[config.mk]
export PLATFORM = sky130hd
export DESIGN_NAME = fetch_unit_flat
export DESIGN_NICKNAME = d
export VERILOG_FILES = /design/src/rtl/fetch_unit_if.sv /design/src/rtl/fetch_unit.sv /design/src/flat_wrapper.sv
export SDC_FILE = /design/constraint.sdc
export NUM_CORES = 1
export LEC_CHECK = 0
export ABC_AREA = 1
export BUFFER_PORTS_ARGS = -buffer_cell sky130_fd_sc_hd__buf_2
export CAP_MARGIN = 15
export CORE_MARGIN = 2
export CORE_UTILIZATION = 41
export CTS_CLUSTER_DIAMETER = 150
export CTS_CLUSTER_SIZE = 16
export DETAILED_ROUTE_END_ITERATION = 12
export PLACE_DENSITY = 0.56
export SLEW_MARGIN = 15
export SYNTH_ARGS = -nofsm -noshare
export SYNTH_HDL_FRONTEND = slang
export SYNTH_SLANG_ARGS = --single-unit
[constraint.sdc]
create_clock -name clk -period 1.45 [get_ports clk]
set_input_delay 0 -clock clk [delete_from_list [all_inputs] [get_ports clk]]
set_output_delay 0 -clock clk [all_outputs]
set_load 0.02 [all_outputs]
[src/rtl/fetch_unit_if.sv]
// Fetch unit bus: program load port, start/stop/redirect control and
// the instruction output handshake. Master drives, slave is the fetch unit.
interface fetch_unit_if #(
    parameter int INST_W = 36,
    parameter int ADDR_W = 5
);
    logic              load_en;
    logic [ADDR_W-1:0] load_addr;
    logic [INST_W-1:0] load_data;
    logic              start;
    logic [ADDR_W-1:0] start_addr;
    logic              stop;
    logic              redirect_valid;
    logic [ADDR_W-1:0] redirect_addr;
    logic              out_ready;
    logic              out_valid;
    logic [INST_W-1:0] inst_out;
    logic [ADDR_W-1:0] inst_pc;
    logic [ADDR_W-1:0] pc_out;
    logic              busy;

    modport master (
        output load_en, load_addr, load_data,
        output start, start_addr, stop,
        output redirect_valid, redirect_addr,
        output out_ready,
        input  out_valid, inst_out, inst_pc,
        input  pc_out, busy
    );

    modport slave (
        input  load_en, load_addr, load_data,
        input  start, start_addr, stop,
        input  redirect_valid, redirect_addr,
        input  out_ready,
        output out_valid, inst_out, inst_pc,
        output pc_out, busy
    );
endinterface

[src/rtl/fetch_unit.sv]
// Sequenced PC -> MAR -> memory -> MDR -> IR fetch unit with valid/ready output.
// Optional redirect support is enabled by defining FETCH_REDIRECT_EN.
module fetch_unit #(
    parameter int INST_W = 36,
    parameter int ADDR_W = 5
) (
    input  logic         clk,
    input  logic         rst_n,
    fetch_unit_if.slave  bus
);
    localparam int DEPTH = 1 << ADDR_W;
    localparam logic [ADDR_W-1:0] PC_ONE = 1;

    typedef enum logic [2:0] {
        S_IDLE,
        S_ADDR,
        S_MEM,
        S_LATCH,
        S_WAIT
    } state_t;

    state_t            r_state;
    state_t            w_state_nxt;
    logic [ADDR_W-1:0] r_pc;
    logic [ADDR_W-1:0] w_pc_nxt;
    logic [ADDR_W-1:0] r_mar;
    logic [INST_W-1:0] r_mdr;
    logic [INST_W-1:0] r_ir;
    logic [ADDR_W-1:0] r_ir_pc;
    logic              r_out_valid;
    logic              w_out_valid_nxt;
    logic              w_mar_ld;
    logic              w_mdr_ld;
    logic              w_ir_ld;
    logic              w_handshake;
    logic              w_redirect;
    logic [ADDR_W-1:0] w_redirect_addr;
    logic [INST_W-1:0] r_mem [DEPTH];

`ifdef FETCH_REDIRECT_EN
    assign w_redirect      = bus.redirect_valid && (r_state != S_IDLE);
    assign w_redirect_addr = bus.redirect_addr;
`else
    logic w_unused_redirect;
    assign w_unused_redirect = ^{bus.redirect_valid, bus.redirect_addr};
    assign w_redirect        = 1'b0;
    assign w_redirect_addr   = '0;
`endif

    assign w_handshake = r_out_valid & bus.out_ready;

    always_comb begin
        w_state_nxt     = r_state;
        w_pc_nxt        = r_pc;
        w_out_valid_nxt = r_out_valid;
        w_mar_ld        = 1'b0;
        w_mdr_ld        = 1'b0;
        w_ir_ld         = 1'b0;
        if (bus.stop) begin
            w_state_nxt     = S_IDLE;
            w_out_valid_nxt = 1'b0;
        end else if (w_redirect) begin
            // squashes any in-flight or held instruction
            w_state_nxt     = S_ADDR;
            w_pc_nxt        = w_redirect_addr;
            w_out_valid_nxt = 1'b0;
        end else begin
            unique case (r_state)
                S_IDLE: begin
                    if (bus.start) begin
                        w_pc_nxt    = bus.start_addr;
                        w_state_nxt = S_ADDR;
                    end
                end
                S_ADDR: begin
                    w_mar_ld    = 1'b1;
                    w_state_nxt = S_MEM;
                end
                S_MEM: begin
                    w_mdr_ld    = 1'b1;
                    w_state_nxt = S_LATCH;
                end
                S_LATCH: begin
                    w_ir_ld         = 1'b1;
                    w_pc_nxt        = r_pc + PC_ONE;
                    w_out_valid_nxt = 1'b1;
                    w_state_nxt     = S_WAIT;
                end
                S_WAIT: begin
                    if (w_handshake) begin
                        w_out_valid_nxt = 1'b0;
                        w_state_nxt     = S_ADDR;
                    end
                end
                default: begin
                    w_out_valid_nxt = 1'b0;
                    w_state_nxt     = S_IDLE;
                end
            endcase
        end
    end

    always_ff @(posedge clk or negedge rst_n) begin
        if (!rst_n) begin
            r_state     <= S_IDLE;
            r_pc        <= '0;
            r_mar       <= '0;
            r_mdr       <= '0;
            r_ir        <= '0;
            r_ir_pc     <= '0;
            r_out_valid <= 1'b0;
        end else begin
            r_state     <= w_state_nxt;
            r_pc        <= w_pc_nxt;
            r_out_valid <= w_out_valid_nxt;
            if (w_mar_ld) begin
                r_mar <= r_pc;
            end
            if (w_mdr_ld) begin
                r_mdr <= r_mem[r_mar];
            end
            if (w_ir_ld) begin
                r_ir    <= r_mdr;
                r_ir_pc <= r_mar;
            end
        end
    end

    // no reset: program contents survive rst_n; read-first via NBA ordering
    always_ff @(posedge clk) begin
        if (bus.load_en) begin
            r_mem[bus.load_addr] <= bus.load_data;
        end
    end

    assign bus.out_valid = r_out_valid;
    assign bus.inst_out  = r_ir;
    assign bus.inst_pc   = r_ir_pc;
    assign bus.pc_out    = r_pc;
    assign bus.busy      = (r_state != S_IDLE);
endmodule

[src/flat_wrapper.sv]
// flat-port wrapper written by rule: the top's interface ports become plain ports
module fetch_unit_flat 
#(
    parameter int INST_W = 36,
    parameter int ADDR_W = 5
)
  (clk, rst_n, bus_load_en, bus_load_addr, bus_load_data, bus_start, bus_start_addr, bus_stop, bus_redirect_valid, bus_redirect_addr, bus_out_ready, bus_out_valid, bus_inst_out, bus_inst_pc, bus_pc_out, bus_busy);
  fetch_unit_if #(.INST_W(INST_W), .ADDR_W(ADDR_W)) bus_i ();
  input  logic clk;
  input  logic rst_n;
  input wire logic [$bits(bus_i.load_en)-1:0] bus_load_en;
  input wire logic [$bits(bus_i.load_addr)-1:0] bus_load_addr;
  input wire logic [$bits(bus_i.load_data)-1:0] bus_load_data;
  input wire logic [$bits(bus_i.start)-1:0] bus_start;
  input wire logic [$bits(bus_i.start_addr)-1:0] bus_start_addr;
  input wire logic [$bits(bus_i.stop)-1:0] bus_stop;
  input wire logic [$bits(bus_i.redirect_valid)-1:0] bus_redirect_valid;
  input wire logic [$bits(bus_i.redirect_addr)-1:0] bus_redirect_addr;
  input wire logic [$bits(bus_i.out_ready)-1:0] bus_out_ready;
  output wire logic [$bits(bus_i.out_valid)-1:0] bus_out_valid;
  output wire logic [$bits(bus_i.inst_out)-1:0] bus_inst_out;
  output wire logic [$bits(bus_i.inst_pc)-1:0] bus_inst_pc;
  output wire logic [$bits(bus_i.pc_out)-1:0] bus_pc_out;
  output wire logic [$bits(bus_i.busy)-1:0] bus_busy;
  assign bus_i.load_en = bus_load_en;
  assign bus_i.load_addr = bus_load_addr;
  assign bus_i.load_data = bus_load_data;
  assign bus_i.start = bus_start;
  assign bus_i.start_addr = bus_start_addr;
  assign bus_i.stop = bus_stop;
  assign bus_i.redirect_valid = bus_redirect_valid;
  assign bus_i.redirect_addr = bus_redirect_addr;
  assign bus_i.out_ready = bus_out_ready;
  assign bus_out_valid = bus_i.out_valid;
  assign bus_inst_out = bus_i.inst_out;
  assign bus_inst_pc = bus_i.inst_pc;
  assign bus_pc_out = bus_i.pc_out;
  assign bus_busy = bus_i.busy;
  fetch_unit #(.INST_W(INST_W), .ADDR_W(ADDR_W)) u_core (.clk(clk), .rst_n(rst_n), .bus(bus_i));
endmodule
======== Yosys cells after proc, flatten, opt, wreduce, memory -nomap -nowiden ========
Memories as Yosys holds them, arrays and structs flattened. A register that Yosys moved wholly into a read port is not among the register bits.
Index checks and enable logic that the tools add are counted.
word-level totals
  bits in registers ....................... 55
  bits in latches ......................... 0
  RAM bits ................................ 1152
  ROM bits ................................ 0
  bits of input ports ..................... 58
  output and inout port bits .............. 48
  logic and storage cells ................. 43
  memories ................................ 1
cells by class
  add/subtract/negate cells ............... 1
  multiply operators ...................... 0
  divide/modulo/power cells ............... 0
  magnitude comparators ................... 0
  eq/ne operators ......................... 8
  shift-type cells ........................ 0
  muxes and demuxes ....................... 17
  bitwise logic cells ..................... 2
  reduce and logical (&&, ||, !) cells .... 8
memory list
  name          depth  bits a word  read ports  clocked after Yosys merged registers in  wr ports  line              source
  u_core.r_mem  32     36           1           1                                        1         fetch_unit.sv:38  logic [INST_W-1:0] r_mem [DEPTH];
operators by type and width
  kind                                                                     number
  3-bit one-hot mux with 5 select lines                                    1
  1-bit 2-to-1 mux                                                         10
  5-bit one-hot mux with 2 select lines                                    1
  3-bit 2-to-1 mux                                                         3
  3-bit by 2-bit == test with 1-bit output, second input constant          2
  5-bit by 1-bit adder with 5-bit output, second input constant            1
  5-bit 2-to-1 mux                                                         1
  2-bit AND reduction                                                      2
  3-bit by 1-bit == test with 1-bit output, second input constant          1
  3-bit == test, second input constant                                     1
  3-bit zero test                                                          1
  3-bit by 2-bit inequality test with 1-bit output, second input constant  1
  3-bit inequality test, second input constant                             1
  1-bit one-hot mux with 3 select lines                                    1
  3-bit AND reduction                                                      1
  3-bit nonzero test                                                       1
  3-bit OR reduction                                                       1
  2-bit by 1-bit inequality test with 1-bit output, second input constant  1
  2-bit inequality test, second input constant                             1
  2-bit nonzero test                                                       1
  1-bit AND                                                                1
  1-bit zero test                                                          1
  1-bit inverter                                                           1

======== Depth between registers and ports, before layout ========
  word-level depth ........................ 4
  gate-level depth with buffers ........... 12

======== Worst setup path after synthesis ========
Ideal clock, no wire load.
  kind .................................... in2reg
  start ................................... input port bus_load_addr[0]
  end ..................................... memory u_core.r_mem[0][0], enable pin
  arrival time ............................ 1821 ps
  setup slack ............................. -800 ps
  stages .................................. 3
  cells stage by stage .................... inv_1 > nand3_1 > nor2_1
RTL lines
  item                line                source
  start: declaration  flat_wrapper.sv:12  input wire logic [$bits(bus_i.load_addr)-1:0] bus_load_addr;
  end: declaration    fetch_unit.sv:38
No word-level cell before the write port.

==> results_dict.tcl <==
set metrics [dict create \
    status "finished with violations" \
    violations "setup timing" \
    critical_path.top_delay_family "buffers and inverters" \
    drive_gt1_share_pct 20.1 \
    hold_violations 0 \
    first_pass_iters 7 \
    rows 127 \
    grt_pass1_vias 31538 \
    layout_min_cycle_time_ns 1.85 \
    hold_end "u_core.r_mem[15][25]$_DFFE_PP_" \
    dp_hpwl_mm 86.1 \
    routedWlPerCell_um 24.8 \
    min_path_cells 5 \
    clock_sinks 1243 \
    layout_setup_ws_ns -0.401 \
    critPathMaxStageDelay_ns 0.55 \
    rr_endpoint "u_core.r_mdr[28]$_DFFE_PN0P_" \
    synth_top_area_share_pct 69.7 \
    holdCritStartpoint "bus_load_addr[3]" \
    synth_top_area_cell "edfxtp_1" \
    dieArea_mm2 0.124 \
    die_h_um 352 \
    grt_pass1_wl_mm 217 \
    drt_wl_total_mm 154 \
    tightestPinTransition_ns 0.773 \
    yosys.cell_types.count 23 \
    path_clk_slew_ns 0.07 \
    synth_seq_area_share_pct 74.2 \
    ys_warn_count 0 \
    syn2layout_area_growth_pct 24.2 \
    coreArea_mm2 0.120 \
    drv_cap 0 \
    netlist_area_mm2 0.0497 \
    yosysMostFrequentCell "nand2_1" \
    hold_path_class "input pin to flop" \
    vdd_drop_max_uv 976 \
    cts_tree "built" \
    rr_startpoint "u_core.r_mar[0]$_DFFE_PN0P_" \
    crit_buf_inv 5 \
    cts_max_path_buffers 3 \
    fmax_mhz 540 \
    synth_common_cells "1532 x nand2_1, 1152 x edfxtp_1, 989 x nand3_1" \
    grt_start_max_net_pins 52 \
    fin_area_mm2 0.0617 \
    synth-async-reset-ratio_pct 7.32 \
    syn-mean-instance-area_um2 12.0 \
    gp_congestion 0.806 \
    worstPathCellList "inv_12, buf_12, buf_16, buf_8, buf_12, nand2_1, nand3_1, nand3_2, nand2_2, nand2_2, nand3_2, nand3_2, nand2_1" \
    cts_made_buffers 87 \
    num_vias 34009 \
    synth_fp_nets 4208 \
    critPathSlowestCell "dfrtp_4" \
    whs_ns 0.0749 \
    crit_top_cell "nand3_2" \
    clk_latency_ns 0.71 \
    overflow 0 \
    synthTopCellsByArea "edfxtp_1 70%, nand2_1 12%, nand3_1 10%, dfrtp_1 4.6%, buf_2 1.7%" \
    setup_violations 63 \
    start_util_pct 41.4 \
    n_fill_cell 10113 \
    cp-start-kind "flop" \
    portBuffers 99 \
    finalClockSkew_ns 0.0338 \
    reg2reg_depth 13 \
    netlist_instances 4149 \
    vias_per_cell 5.48 \
    ant_nets 0 \
    synth-main-ff-cell "edfxtp_1" \
    nets 4575 \
    crit_arrival_ns 2.51 \
    powerDensity_mw_per_mm2 1770 \
    crit_path_end_kind "flop" \
    route.detailed.drc 0 \
    slew_violations 0 \
    rsz0062_at_grt "true" \
    worstPathRequired_ns 2.10 \
    cts_root_buffer "clkbuf_16" \
    placed_cell_area_mm2 0.0556 \
    critical_path_class "flop to flop" \
    grt_util_all_layers_pct 23.7 \
    leakage_nw 23.0 \
    r2r_setup_slack_ns -0.40 \
    num_io_pins 106 \
    synth_edf_count 1152 \
    cts_htree_levels 3 \
    dr.first_iter.drc_count 3701 \
    antenna_found_initial 8 \
    slew-limit-headroom_pct 48.3 \
    cp_max_fo 8 \
    fp.dieW_um 352 \
    fin_crit_sh_pct 128 \
    ys_ff_latch 1243 \
    power.total_w 0.109 \
]
[worst max path at each step]
stage	startpoint	endpoint	slack, ns	cells after the start
2_1_floorplan	bus_load_addr[0]	u_core.r_mem[0][0]$_DFFE_PP_	-0.36	3
3_3_place_gp	u_core.r_mar[0]$_DFFE_PN0P_	u_core.r_mdr[26]$_DFFE_PN0P_	-0.49	11
3_5_place_dp	u_core.r_mar[0]$_DFFE_PN0P_	u_core.r_mdr[26]$_DFFE_PN0P_	-0.52	11
4_1_cts	u_core.r_mar[0]$_DFFE_PN0P_	u_core.r_mdr[13]$_DFFE_PN0P_	-0.38	12
5_1_grt	u_core.r_mar[0]$_DFFE_PN0P_	u_core.r_mdr[28]$_DFFE_PN0P_	-0.50	13
6_report	u_core.r_mar[0]$_DFFE_PN0P_	u_core.r_mdr[28]$_DFFE_PN0P_	-0.40	13
[state kept, by name, indices dropped and copies added (netlist names)]
name                  count
u_core.r_mdr             36
u_core.bus.inst_out      36
u_core.bus.out_valid      1
u_core.r_mar              5
u_core.bus.inst_pc        5
u_core.r_mem           1152
u_core.bus.pc_out         5
u_core.r_state            3
[cells in the final DEF, fill, tap and decap left out, drive strengths merged, types with 3 or more instances in the layout]
| cell | synthesis | routed |
|---|---|---|
| nand2 | 1532 | 1532 |
| edfxtp | 1152 | 1152 |
| nand3 | 990 | 990 |
| buf | 212 | 456 |
| clkbuf | 46 | 185 |
| dfrtp | 91 | 91 |
| dlygate4sd3 | 0 | 47 |
| nor2 | 40 | 40 |
| mux2 | 36 | 36 |
| inv | 20 | 23 |
| o21ai | 14 | 14 |
| a21oi | 8 | 8 |
| clkinv | 0 | 3 |
[power breakdown]
part | switching, W | internal [W]
Sequential | 0.00157 | 0.0406
Clock | 0.0121 | 0.0115
Combinational | 0.0253 | 0.0183
[worst reg2reg max path, cell delays in order, from the launching register on]
cell,delay (ns)
dfrtp_4,0.55
inv_12,0.11
buf_12,0.15
buf_16,0.17
buf_8,0.14
buf_12,0.13
nand2_1,0.06
nand3_1,0.10
nand3_2,0.09
nand2_2,0.07
nand2_2,0.05
nand3_2,0.08
nand3_2,0.07
nand2_1,0.06
[timing repair]
item	4_1_cts	5_1_grt
hold buffers	47	0
setup endpoints to repair	79	82
pin swaps	25	99
cloned	15	33
resized for setup	121	263
setup buffers	24	10
endpoints found under the hold margin	1274	0
[stage by stage]
stage | setup TNS, ns | instances | utilization (%) | worst slack (ns)
after floorplan | -390.33 | 4149 | - | -0.358
after global placement | -14.17 | 5914 | 46.3 | -0.494
after detailed placement | -15.45 | 5914 | 46.3 | -0.516
after CTS | -13.02 | 6159 | 49.8 | -0.381
after global routing | -18.13 | 6200 | 51.4 | -0.496
final | -12.74 | 6202 | 51.4 | -0.401
[layer usage]
layer | vias to the layer above | wire (um) | track usage (%) | share of wire (%)
li1 | 15338 | - | - | -
met1 | 17016 | 65600 | 33.8 | 43
met2 | 1403 | 71700 | 37.7 | 47
met3 | 244 | 12100 | 3.31 | 7.9
met4 | 8 | 4230 | 7.15 | 2.8
met5 | - | 55 | 0 | 0.036
[logic make-up after synthesis]
family          count (synthesis)  share of synthesized area (%)
flops                        1243                           74.2
xor+xnor                        2                         0.0353
mux                            36                          0.816
compound gates                 25                          0.262
simple gates                 2564                           21.9
fa+ha+maj                       1                         0.0252
buf+inv                       278                           2.73
[area by class of cell]
class	instances	area [um2]	share of cell area (%)
Sequential cell	1243	36900	59.8
Inverter	20	110	0.178
Tap cell	1612	2020	3.27
Clock buffer	154	2450	3.97
Multi-Input combinational cell	2628	12700	20.6
Clock inverter	7	93.8	0.152
Antenna cell	2	5.00	0.00811
Timing Repair Buffer	536	7390	12.0
Power figures use the tool's default switching activity.
